$ cat src/rtl/traffic_rank_engine_pkg.sv
// traffic_rank_pkg
// Shared types and helpers for the traffic rank engine:
//   state_t       - run sequencer states
//   default_th    - threshold value loaded at reset for profile p, level k
//   pack_record   - builds a {slot, rank} record
//   record_slot / record_rank - split a record back into its fields
package traffic_rank_pkg;

    typedef enum logic [1:0] {
        ST_IDLE = 2'd0,
        ST_LOAD = 2'd1,
        ST_SCAN = 2'd2,
        ST_FIN  = 2'd3
    } state_t;

    // Reset threshold table: TH[p][k] = (k+1)*(p+1), so a higher profile index ranks more leniently
    function automatic int unsigned default_th(input int unsigned p, input int unsigned k);
        return (k + 32'd1) * (p + 32'd1);
    endfunction

    // Record layout is {slot, rank} with the rank in the low rank_w bits
    function automatic logic [31:0] pack_record(input logic [31:0] slot,
                                                input logic [31:0] rank,
                                                input int unsigned rank_w);
        return (slot << rank_w) | rank;
    endfunction

    function automatic logic [31:0] record_rank(input logic [31:0] rec, input int unsigned rank_w);
        return rec & ((32'd1 << rank_w) - 32'd1);
    endfunction

    function automatic logic [31:0] record_slot(input logic [31:0] rec, input int unsigned rank_w);
        return rec >> rank_w;
    endfunction

endpackage

$ cat src/rtl/traffic_rank_engine_if.sv
// traffic_rank_engine_if
// Bundles the engine's SYSTEM_BUS-side signals.
//   master : the requester (counter bank / config / report side) drives START, TRAFFIC_DATA,
//            DAY_TICK and CFG_*; it observes BUSY, DONE, DAY, RANKED_DATA, PEAK_*.
//   slave  : the engine itself, the opposite directions.
interface traffic_rank_engine_if #(
    parameter int N_SLOTS    = 24,
    parameter int CNT_W      = 10,
    parameter int RANK_W     = 5,
    parameter int N_LEVELS   = 8,
    parameter int N_PROFILES = 5
) ();
    localparam int SLOT_W = $clog2(N_SLOTS);
    localparam int PROF_W = $clog2(N_PROFILES);
    localparam int LVL_W  = $clog2(N_LEVELS);

    logic                               START;
    logic [N_SLOTS*CNT_W-1:0]           TRAFFIC_DATA;
    logic                               DAY_TICK;
    logic                               CFG_WE;
    logic [PROF_W-1:0]                  CFG_PROFILE;
    logic [LVL_W-1:0]                   CFG_LEVEL;
    logic [CNT_W-1:0]                   CFG_DATA;
    logic                               BUSY;
    logic                               DONE;
    logic [PROF_W-1:0]                  DAY;
    logic [N_SLOTS*(SLOT_W+RANK_W)-1:0] RANKED_DATA;
    logic [SLOT_W-1:0]                  PEAK_SLOT;
    logic [RANK_W-1:0]                  PEAK_RANK;

    modport master (
        output START, TRAFFIC_DATA, DAY_TICK, CFG_WE, CFG_PROFILE, CFG_LEVEL, CFG_DATA,
        input  BUSY, DONE, DAY, RANKED_DATA, PEAK_SLOT, PEAK_RANK
    );

    modport slave (
        input  START, TRAFFIC_DATA, DAY_TICK, CFG_WE, CFG_PROFILE, CFG_LEVEL, CFG_DATA,
        output BUSY, DONE, DAY, RANKED_DATA, PEAK_SLOT, PEAK_RANK
    );

endinterface

$ cat src/rtl/traffic_rank_engine_rank_lookup.sv
// rank_lookup
// Combinational rank of one count against one profile's threshold row.
//   count_i : traffic count
//   th_i    : N_LEVELS thresholds, level k at [k*CNT_W +: CNT_W]
//   rank_o  : 0 for a zero count or no match, else N_LEVELS-k for the lowest k with count <= TH[k]
module rank_lookup #(
    parameter int CNT_W    = 10,
    parameter int RANK_W   = 5,
    parameter int N_LEVELS = 8
) (
    input  logic [CNT_W-1:0]          count_i,
    input  logic [N_LEVELS*CNT_W-1:0] th_i,
    output logic [RANK_W-1:0]         rank_o
);

    // Priority encode: walk from the top level down so the lowest matching k is written last
    always_comb begin
        rank_o = '0;
        if (count_i == '0) begin
            rank_o = '0;
        end else begin
            for (int k = N_LEVELS - 1; k >= 0; k--) begin
                if (count_i <= th_i[k*CNT_W +: CNT_W]) begin
                    rank_o = RANK_W'(N_LEVELS - k);
                end else begin
                    rank_o = rank_o;
                end
            end
        end
    end

endmodule

$ cat src/rtl/traffic_rank_engine.sv
// traffic_rank_engine
// Snapshots a per-slot traffic vector on START and ranks one slot per cycle against the
// threshold row of the current day profile, producing {slot, rank} records and the peak slot.
// Ports:
//   CLK, RST : clock and synchronous active-high reset
//   bus      : slave side of traffic_rank_engine_if (START/TRAFFIC_DATA/DAY_TICK/CFG_* in,
//              BUSY/DONE/DAY/RANKED_DATA/PEAK_SLOT/PEAK_RANK out, all outputs registered)
module traffic_rank_engine
    import traffic_rank_pkg::*;
#(
    parameter int N_SLOTS    = 24,
    parameter int CNT_W      = 10,
    parameter int RANK_W     = 5,
    parameter int N_LEVELS   = 8,
    parameter int N_PROFILES = 5
) (
    input  logic                  CLK,
    input  logic                  RST,
    traffic_rank_engine_if.slave  bus
);

    localparam int SLOT_W = $clog2(N_SLOTS);
    localparam int PROF_W = $clog2(N_PROFILES);
    localparam int LVL_W  = $clog2(N_LEVELS);
    localparam int REC_W  = SLOT_W + RANK_W;

    state_t                    state_q, state_d;
    logic [SLOT_W-1:0]         idx_q, idx_d;
    logic [CNT_W-1:0]          snap_q [N_SLOTS];
    logic [CNT_W-1:0]          th_q [N_PROFILES][N_LEVELS];
    // Threshold row of the run profile, captured at START so that table writes and day
    // ticks in the START cycle or later cannot disturb the run in progress.
    logic [N_LEVELS*CNT_W-1:0] run_th_q;
    logic [PROF_W-1:0]         day_q;
    logic [SLOT_W-1:0]         acc_slot_q, acc_slot_d;
    logic [RANK_W-1:0]         acc_rank_q, acc_rank_d;
    logic [SLOT_W-1:0]         peak_slot_q;
    logic [RANK_W-1:0]         peak_rank_q;
    logic                      done_q;
    logic                      busy_q;
    logic [REC_W-1:0]          rec_q [N_SLOTS];
    logic [RANK_W-1:0]         rank_s;
    logic                      start_s;
    logic                      last_s;
    logic                      cfg_ok_s;

    assign start_s  = (state_q == ST_IDLE) && bus.START;
    assign last_s   = (idx_q == SLOT_W'(N_SLOTS - 1));
    assign cfg_ok_s = bus.CFG_WE && (state_q == ST_IDLE)
                      && ({1'b0, bus.CFG_PROFILE} < (PROF_W + 1)'(N_PROFILES))
                      && ({1'b0, bus.CFG_LEVEL} < (LVL_W + 1)'(N_LEVELS));

    rank_lookup #(
        .CNT_W    (CNT_W),
        .RANK_W   (RANK_W),
        .N_LEVELS (N_LEVELS)
    ) u_lookup (
        .count_i (snap_q[idx_q]),
        .th_i    (run_th_q),
        .rank_o  (rank_s)
    );

    // State register
    always_ff @(posedge CLK) begin
        if (RST) begin
            state_q <= ST_IDLE;
            idx_q   <= '0;
        end else begin
            state_q <= state_d;
            idx_q   <= idx_d;
        end
    end

    // Next-state logic for the run sequencer
    always_comb begin
        state_d = state_q;
        idx_d   = idx_q;
        case (state_q)
            ST_IDLE: begin
                if (bus.START) begin
                    state_d = ST_LOAD;
                end else begin
                    state_d = ST_IDLE;
                end
            end
            ST_LOAD: begin
                idx_d   = '0;
                state_d = ST_SCAN;
            end
            ST_SCAN: begin
                if (last_s) begin
                    state_d = ST_FIN;
                end else begin
                    idx_d = idx_q + SLOT_W'(1);
                end
            end
            ST_FIN: begin
                state_d = ST_IDLE;
            end
            default: begin
                state_d = ST_IDLE;
                idx_d   = '0;
            end
        endcase
    end

    // Peak tracking: strict compare so the earliest slot keeps a tied maximum
    always_comb begin
        acc_slot_d = acc_slot_q;
        acc_rank_d = acc_rank_q;
        if (rank_s > acc_rank_q) begin
            acc_slot_d = idx_q;
            acc_rank_d = rank_s;
        end else begin
            acc_slot_d = acc_slot_q;
            acc_rank_d = acc_rank_q;
        end
    end

    // Run datapath: snapshot, per-slot records, peak result, status flags and day counter
    always_ff @(posedge CLK) begin
        if (RST) begin
            for (int s = 0; s < N_SLOTS; s++) begin
                snap_q[s] <= '0;
                rec_q[s]  <= '0;
            end
            run_th_q    <= '0;
            acc_slot_q  <= '0;
            acc_rank_q  <= '0;
            peak_slot_q <= '0;
            peak_rank_q <= '0;
            done_q      <= 1'b0;
            busy_q      <= 1'b0;
            day_q       <= '0;
        end else begin
            done_q <= (state_d == ST_FIN);
            busy_q <= (state_d == ST_LOAD) || (state_d == ST_SCAN);
            if (bus.DAY_TICK) begin
                day_q <= (day_q == PROF_W'(N_PROFILES - 1)) ? '0 : day_q + PROF_W'(1);
            end
            if (start_s) begin
                for (int s = 0; s < N_SLOTS; s++) begin
                    snap_q[s] <= bus.TRAFFIC_DATA[s*CNT_W +: CNT_W];
                end
                for (int k = 0; k < N_LEVELS; k++) begin
                    run_th_q[k*CNT_W +: CNT_W] <= th_q[day_q][k];
                end
                acc_slot_q <= '0;
                acc_rank_q <= '0;
            end
            if (state_q == ST_SCAN) begin
                rec_q[idx_q] <= REC_W'(pack_record(32'(idx_q), 32'(rank_s), RANK_W));
                acc_slot_q   <= acc_slot_d;
                acc_rank_q   <= acc_rank_d;
                if (last_s) begin
                    peak_slot_q <= acc_slot_d;
                    peak_rank_q <= acc_rank_d;
                end
            end
        end
    end

    // Threshold table: defaults on reset, writes accepted only while idle and in range
    always_ff @(posedge CLK) begin
        if (RST) begin
            for (int p = 0; p < N_PROFILES; p++) begin
                for (int k = 0; k < N_LEVELS; k++) begin
                    th_q[p][k] <= CNT_W'(default_th(p, k));
                end
            end
        end else if (cfg_ok_s) begin
            th_q[bus.CFG_PROFILE][bus.CFG_LEVEL] <= bus.CFG_DATA;
        end
    end

    assign bus.BUSY      = busy_q;
    assign bus.DONE      = done_q;
    assign bus.DAY       = day_q;
    assign bus.PEAK_SLOT = peak_slot_q;
    assign bus.PEAK_RANK = peak_rank_q;

    for (genvar g = 0; g < N_SLOTS; g++) begin : g_rec
        assign bus.RANKED_DATA[g*REC_W +: REC_W] = rec_q[g];
    end

endmodule

$ cat src/flat_wrapper.sv
// flat-port wrapper written by rule: the top's interface ports become plain ports
module traffic_rank_engine_flat import traffic_rank_pkg::*;
#(
    parameter int N_SLOTS    = 24,
    parameter int CNT_W      = 10,
    parameter int RANK_W     = 5,
    parameter int N_LEVELS   = 8,
    parameter int N_PROFILES = 5
)
  (CLK, RST, bus_START, bus_TRAFFIC_DATA, bus_DAY_TICK, bus_CFG_WE, bus_CFG_PROFILE, bus_CFG_LEVEL, bus_CFG_DATA, bus_BUSY, bus_DONE, bus_DAY, bus_RANKED_DATA, bus_PEAK_SLOT, bus_PEAK_RANK);
  traffic_rank_engine_if #(.N_SLOTS(N_SLOTS), .CNT_W(CNT_W), .RANK_W(RANK_W), .N_LEVELS(N_LEVELS), .N_PROFILES(N_PROFILES)) bus_i ();
  input  logic CLK;
  input  logic RST;
  input wire logic [$bits(bus_i.START)-1:0] bus_START;
  input wire logic [$bits(bus_i.TRAFFIC_DATA)-1:0] bus_TRAFFIC_DATA;
  input wire logic [$bits(bus_i.DAY_TICK)-1:0] bus_DAY_TICK;
  input wire logic [$bits(bus_i.CFG_WE)-1:0] bus_CFG_WE;
  input wire logic [$bits(bus_i.CFG_PROFILE)-1:0] bus_CFG_PROFILE;
  input wire logic [$bits(bus_i.CFG_LEVEL)-1:0] bus_CFG_LEVEL;
  input wire logic [$bits(bus_i.CFG_DATA)-1:0] bus_CFG_DATA;
  output wire logic [$bits(bus_i.BUSY)-1:0] bus_BUSY;
  output wire logic [$bits(bus_i.DONE)-1:0] bus_DONE;
  output wire logic [$bits(bus_i.DAY)-1:0] bus_DAY;
  output wire logic [$bits(bus_i.RANKED_DATA)-1:0] bus_RANKED_DATA;
  output wire logic [$bits(bus_i.PEAK_SLOT)-1:0] bus_PEAK_SLOT;
  output wire logic [$bits(bus_i.PEAK_RANK)-1:0] bus_PEAK_RANK;
  assign bus_i.START = bus_START;
  assign bus_i.TRAFFIC_DATA = bus_TRAFFIC_DATA;
  assign bus_i.DAY_TICK = bus_DAY_TICK;
  assign bus_i.CFG_WE = bus_CFG_WE;
  assign bus_i.CFG_PROFILE = bus_CFG_PROFILE;
  assign bus_i.CFG_LEVEL = bus_CFG_LEVEL;
  assign bus_i.CFG_DATA = bus_CFG_DATA;
  assign bus_BUSY = bus_i.BUSY;
  assign bus_DONE = bus_i.DONE;
  assign bus_DAY = bus_i.DAY;
  assign bus_RANKED_DATA = bus_i.RANKED_DATA;
  assign bus_PEAK_SLOT = bus_i.PEAK_SLOT;
  assign bus_PEAK_RANK = bus_i.PEAK_RANK;
  traffic_rank_engine #(.N_SLOTS(N_SLOTS), .CNT_W(CNT_W), .RANK_W(RANK_W), .N_LEVELS(N_LEVELS), .N_PROFILES(N_PROFILES)) u_core (.CLK(CLK), .RST(RST), .bus(bus_i));
endmodule
$ cat config.mk
export PLATFORM = sky130hd
export DESIGN_NAME = traffic_rank_engine_flat
export DESIGN_NICKNAME = d
export VERILOG_FILES = /design/src/rtl/traffic_rank_engine_pkg.sv /design/src/rtl/traffic_rank_engine_if.sv /design/src/rtl/traffic_rank_engine_rank_lookup.sv /design/src/rtl/traffic_rank_engine.sv /design/src/flat_wrapper.sv
export SDC_FILE = /design/constraint.sdc
export NUM_CORES = 2
export LEC_CHECK = 0
export ABC_AREA = 0
export ABC_CLOCK_PERIOD_IN_PS = 16400
export BUFFER_PORTS_ARGS = -buffer_cell sky130_fd_sc_hd__buf_2
export CAP_MARGIN = 5
export CORE_AREA = 2 2 303 305
export CTS_CLUSTER_SIZE = 24
export DETAILED_ROUTE_END_ITERATION = 6
export DIE_AREA = 0 0 305 307
export GPL_TIMING_DRIVEN = 0
export PLACE_DENSITY = 0.72
export SYNTH_ARGS = -nofsm -noshare
export SYNTH_HDL_FRONTEND = slang
export SYNTH_SLANG_ARGS = --single-unit
$ cat constraint.sdc
create_clock -name CLK -period 16.4 [get_ports CLK]
set_input_delay 3.28 -clock CLK [delete_from_list [all_inputs] [get_ports CLK]]
set_output_delay 3.28 -clock CLK [all_outputs]
set_load 0.01 [all_outputs]
## Yosys cells after proc, flatten, opt, wreduce, memory -nomap -nowiden

Memory sizes are Yosys's and may differ from the RTL's. A register that Yosys moved wholly into a read port is not among the register bits.
Index checks and enable logic that the tools add are counted.
Widths: inputs -> output; s select.

| cells by class | value |
|---|---|
| equality and inequality tests | 9 |
| reductions and logical operators | 13 |
| magnitude comparators | 12 |
| mux-type cells | 65 |
| bitwise gates (word level) | 26 |
| $add $sub $neg | 2 |

Operator list:

| cell | count |
|---|---|
| $mux 10 | 26 |
| $mux 80 | 3 |
| $mux 5 | 17 |
| $le 10x10->1 | 8 |
| $reduce_or 80->1 | 1 |
| $demux 10 s3 | 1 |
| $or 1x1->1 | 24 |
| $mux 1 | 13 |
| $logic_not 10->1 | 1 |
| $or 10x5->10 | 1 |
| $pmux 5 s2 | 1 |
| $reduce_or 10->1 | 1 |
| $eq 2x2->1 const B | 4 |
| $pmux 2 s4 | 1 |
| $mux 3 | 2 |
| $add 5x1->5 const B | 1 |
| $eq 5x5->1 const B | 1 |
| $gt 5x5->1 | 1 |
| $eq 2x1->1 const B | 2 |
| $ge 4x4->1 const B | 1 |
| $logic_and 1x1->1 | 4 |
| $lt 4x1->1 const B | 1 |
| $not 3->4 | 1 |
| $reduce_and 2->1 | 2 |
| 8 further kinds | 9 |

| storage, ports and cells | value |
|---|---|
| flip-flop bits (word level) | 32 |
| memories kept | 3 |
| bits in writable memories | 880 |
| output and inout bits | 255 |
| logic and storage cells | 139 |

Memory list:

| memory | depth | bits a word | read ports | clocked after Yosys merged registers in | write ports | RTL line | RTL |
|---|---|---|---|---|---|---|---|
| u_core.th_q | 5 | 80 | 1 | 1 | 5 | traffic_rank_engine.sv:30 | `logic [CNT_W-1:0] th_q [N_PROFILES][N_LEVELS];` |
| u_core.rec_q | 24 | 10 | 24 | 0 | 24 | traffic_rank_engine.sv:41 | `logic [REC_W-1:0] rec_q [N_SLOTS];` |
| u_core.snap_q | 24 | 10 | 1 | 1 | 24 | traffic_rank_engine.sv:29 | `logic [CNT_W-1:0] snap_q [N_SLOTS];` |

## Logic depth before layout (Yosys ltp)

| depth | value |
|---|---|
| word-level depth | 13 |
| mapped depth | 27 |
| gate-level depth less buffers | 22 |

## Cells and area by module

Synthesis repeated with hierarchy kept, for this count alone.

| unflattened totals | value |
|---|---|
| cell total of the unflattened synthesis | 3342 |
| area, all modules | 51780.9 µm² |

Modules (own cells, without submodules):

| module | seq. area each (µm²) | instances | area an instance (µm²) | cells an instance |
|---|---|---|---|---|
| traffic_rank_engine | 35974.5 | 1 | 49643.9 | 3047 |
| rank_lookup | 0.0 | 1 | 2137.0 | 295 |

## Worst setup path after synthesis

Ideal clock, no wire load.

| timing | value |
|---|---|
| path kind | input port to flip-flop |
| start point | input bus_START |
| end point | memory u_core.snap_q[0][0] (enable) |
| arrival time | 10.472 ns |
| stages | 4 |
| library setup time | 0.698 ns |
| setup slack | 5.230 ns |
| buffers on the path | 2 |
| path through | a21oi_1 > inv_1 > clkbuf_1 > clkbuf_1 |

RTL lines:

| item | RTL line | RTL |
|---|---|---|
| from (decl) | flat_wrapper.sv:14 | `input wire logic [$bits(bus_i.START)-1:0] bus_START;` |
| to (decl) | traffic_rank_engine.sv:29 |  |

==> impl_metrics.py <==
metrics = {
    "final_layout": {
        "register_area_sq_um": 35300,
        "syn_to_final_growth_pct": 18.8,
        "fin_nets": 4563,
        "multiInputGateArea_sq_um": 14800,
        "final_layout_size_suffix_gt1_share_pct": 22.8,
        "post-route-util_pct": 65.9,
        "num-fill-cells": 6488,
    },
    "clock_network": {
        "cts-root-buf": "clkbuf_16",
        "cts_resized": 0,
        "clk_latency_ps": 710,
        "cts_setup_buffers": 0,
        "clk_pin_slew_worst_paths_ps": 60,
        "ctsHtreeMaxLevel": 3,
        "cts_tree": "done",
        "clockBufferDepth": 3,
        "cts-buffers-inserted": 118,
        "postCtsHoldBufs": 0,
        "clock_sinks": 1213,
    },
    "floorplan": {
        "die_w_um": 305,
        "coreArea_sq_um": 90700,
        "die_h_um": 307,
        "num_rows": 111,
        "dieArea_sq_um": 93600,
        "initial_core_util_pct": 55.5,
        "ioPinCount": 516,
    },
    "power_and_ir_drop": {
        "p_leak_nw": 22.6,
        "irDropWorstVdd_mv": 0.101,
        "power_density_nw_per_um2": 121,
    },
    "global_route": {
        "track_usage_pct": 32.0,
        "grt_pass1_wl_um": 213000,
        "grt_overflow": 0,
        "antenna_found_initial": 23,
        "grt_max_degree": 65,
        "grt_pass1_vias": 31200,
    },
    "setup_path": {
        "cp.depth": 20,
        "regToRegSetupSlack_ps": 8150,
        "r2r_cells": 20,
        "crit_family": "compound AO/OA/AOI/OAI gates",
        "endpoint_kind": "register",
        "arrival_ps": 8850,
        "worst_path_max_delay_cell": "o21ai_0",
        "r2r_end": "u_core.acc_rank_q[3]",
        "start_kind": "register",
        "path_buf_inv": 5,
        "critPathMaxStageDelay_ps": 990,
        "worstPathMaxFanout": 10,
        "endpoint": "u_core.acc_rank_q[3]",
        "crit_type": "reg2reg",
        "path_cells": "clkbuf_1 -> buf_1 -> mux4_2 -> a32oi_1 -> nand3_1 -> ha_1 -> a21oi_1 -> nor2b_1 -> o21ai_0 -> nand3b_1 -> o21ai_0 -> nand2_1 -> buf_4 -> inv_1 -> ha_1 -> a41oi_1 -> o21a_1 -> clkbuf_1 -> o22ai_1 -> a32o_1",
        "required_ps": 16990,
    },
    "worst_hold_path": {
        "hp-start": "u_core.run_th_q[70]",
        "hold_class": "reg2reg",
    },
    "synthesis": {
        "yosysSeqAreaShare_pct": 70.1,
        "synth_common_cells": "edfxtp_1, nor2_1, nand2_1, mux4_2, and2_1",
        "synthCells": 3273,
        "synth.top_cell.area_share_pct": 65.4,
        "synthFlopType": "edfxtp_1",
        "syn_area_sq_um": 50300,
        "async_flop_share_pct": 0,
        "synth_warnings": 0,
        "synth_edf_count": 1096,
        "synth_area_per_cell_sq_um": 15.4,
        "yosysMostFrequentCell": "edfxtp_1",
        "ys_ff_latch": 1213,
        "yosysTopAreaCell": "edfxtp_1",
        "synth_cell_types": 59,
        "synth_area_leaders": "edfxtp_1, mux4_2, dfxtp_1, nor2_1, ha_1",
    },
    "drt": {
        "drc": 0,
        "dr.pass1.iters": 7,
        "vias_per_cell": 5.81,
        "dr.first_iter.drc_count": 4101,
        "postRouteWirelength_um": 150000,
        "ant_nets": 0,
        "wire_per_inst_um": 27.3,
        "num_vias": 32100,
    },
    "sta": {
        "worst_slew_pin_slew_ps": 1470,
        "finalCriticalPeriod_ps": 8250,
        "slew_viol_final": 0,
        "tns_ps": 0,
        "relSlewSlack_pct": 2.03,
        "final.setup_skew_ps": 34.4,
        "rsz0062_at_grt": "false",
        "fin_crit_sh_pct": 50.3,
        "fmax_ghz": 0.121,
        "finalSetupViolations": 0,
        "hold_violations": 0,
    },
    "placed_design": {
        "port_buffers": 488,
        "gp_congestion": 0.957,
        "post-dp-hpwl_um": 108000,
    },
    "flow_run": {
        "drv_cap": 0,
    },
    "run_status": {
        "status": "complete, no violations",
    },
}
registers in the layout, summed over array words and instances, names as in the netlist, named ones only:
| register | count |
|---|---|
| u_core.th_q | 640 |
| u_core.snap_q | 240 |
| u_core.rec_q | 216 |
| u_core.run_th_q | 80 |
| u_core.acc_rank_q | 5 |
| u_core.acc_slot_q | 5 |
| u_core.bus.PEAK_RANK | 5 |
| u_core.bus.PEAK_SLOT | 5 |
| u_core.idx_q | 5 |
| u_core.bus.DAY | 3 |
| u_core.state_q | 2 |
| u_core.bus.BUSY | 1 |
| u_core.bus.DONE | 1 |
layer usage:
metal / global-route usage, % / vias up / routed length (um)
met5: 0 / - / 62
met3: 8.62 / 373 / 17200
met1: 41.6 / 15900 / 54700
li1: - / 13700 / -
met2: 51.1 / 1979 / 71100
met4: 14.3 / 10 / 7250
stage by stage:
stage	cell area [sq um]	setup slack, ps	hold slack (ps)	power [mW]	std cells
2_1_floorplan	51500	5230	432	4.14	3580
5_1_grt	59700	7810	494	7.41	5501
4_1_cts	59700	8150	468	7.22	5493
6_report	59800	8150	466	7.22	5513
3_3_place_gp	55400	1680	445	4.45	5254
3_5_place_dp	55700	8240	453	4.46	5271
final cells by class:
cell class / instances / share of cell area, %
plain buffers: 208 / 1.60
diodes: 18 / 0.0754
well taps: 1186 / 2.48
flip-flops and latches: 1213 / 59.0
inverters: 139 / 0.873
clock buffers: 151 / 5.37
multi-input cells: 2020 / 24.7
clock inverters: 71 / 1.29
repair buffers: 507 / 4.62
report_power, final:
part           internal [mW]  total [mW]  switching, mW
sequential              3.54        3.59         0.0488
combinational          0.289       0.820          0.531
clock                   1.62        2.81           1.19
worst reg2reg max path, stage by stage (launching register included):
cell      delay [ps]
dfxtp_1          310
clkbuf_1         500
buf_1            810
mux4_2           480
a32oi_1          300
nand3_1          780
ha_1             650
a21oi_1          150
nor2b_1           50
o21ai_0          170
nand3b_1          90
o21ai_0          990
nand2_1          610
buf_4            390
inv_1             80
ha_1             240
a41oi_1          260
o21a_1           150
clkbuf_1         420
o22ai_1          420
a32o_1           320
worst min path at each step:
| stage | end | slack, ps | cells after the start |
|---|---|---|---|
| final | u_core.run_th_q[70] | 470 | 2 |
| after floorplan | u_core.run_th_q[0] | 430 | 2 |
| after detailed placement | u_core.run_th_q[70] | 450 | 2 |
| after CTS | u_core.run_th_q[70] | 470 | 2 |
| after global routing | u_core.run_th_q[70] | 490 | 2 |
| after global placement | u_core.run_th_q[60] | 450 | 2 |
logic make-up after synthesis:
logic type	after synthesis	share of synthesized area (%)
AO/OA/AOI/OAI	233	2.97
XOR/XNOR	3	0.0522
adder cells (fa/ha/maj)	95	2.36
buffers and inverters	347	2.93
flip-flops	1213	70.1
multiplexers	315	11.7
other	1	0.00745
AND/OR/NAND/NOR	1066	9.91
cell usage in the layout, fill, tap and decap left out, drive strengths merged, types with 42 or more instances in the layout:
cell	synthesis	layout
edfxtp	1096	1096
nand2	224	224
mux2i	82	82
dfxtp	117	117
buf	76	583
and2	186	186
conb	1	308
inv	137	144
ha	95	95
clkbuf	132	283
mux4	217	217
nor2	449	449
a21oi	49	49
o22ai	73	73
clkinv	2	48
nor2b	75	75
and3	42	42
(Power assumes the default switching activity.)
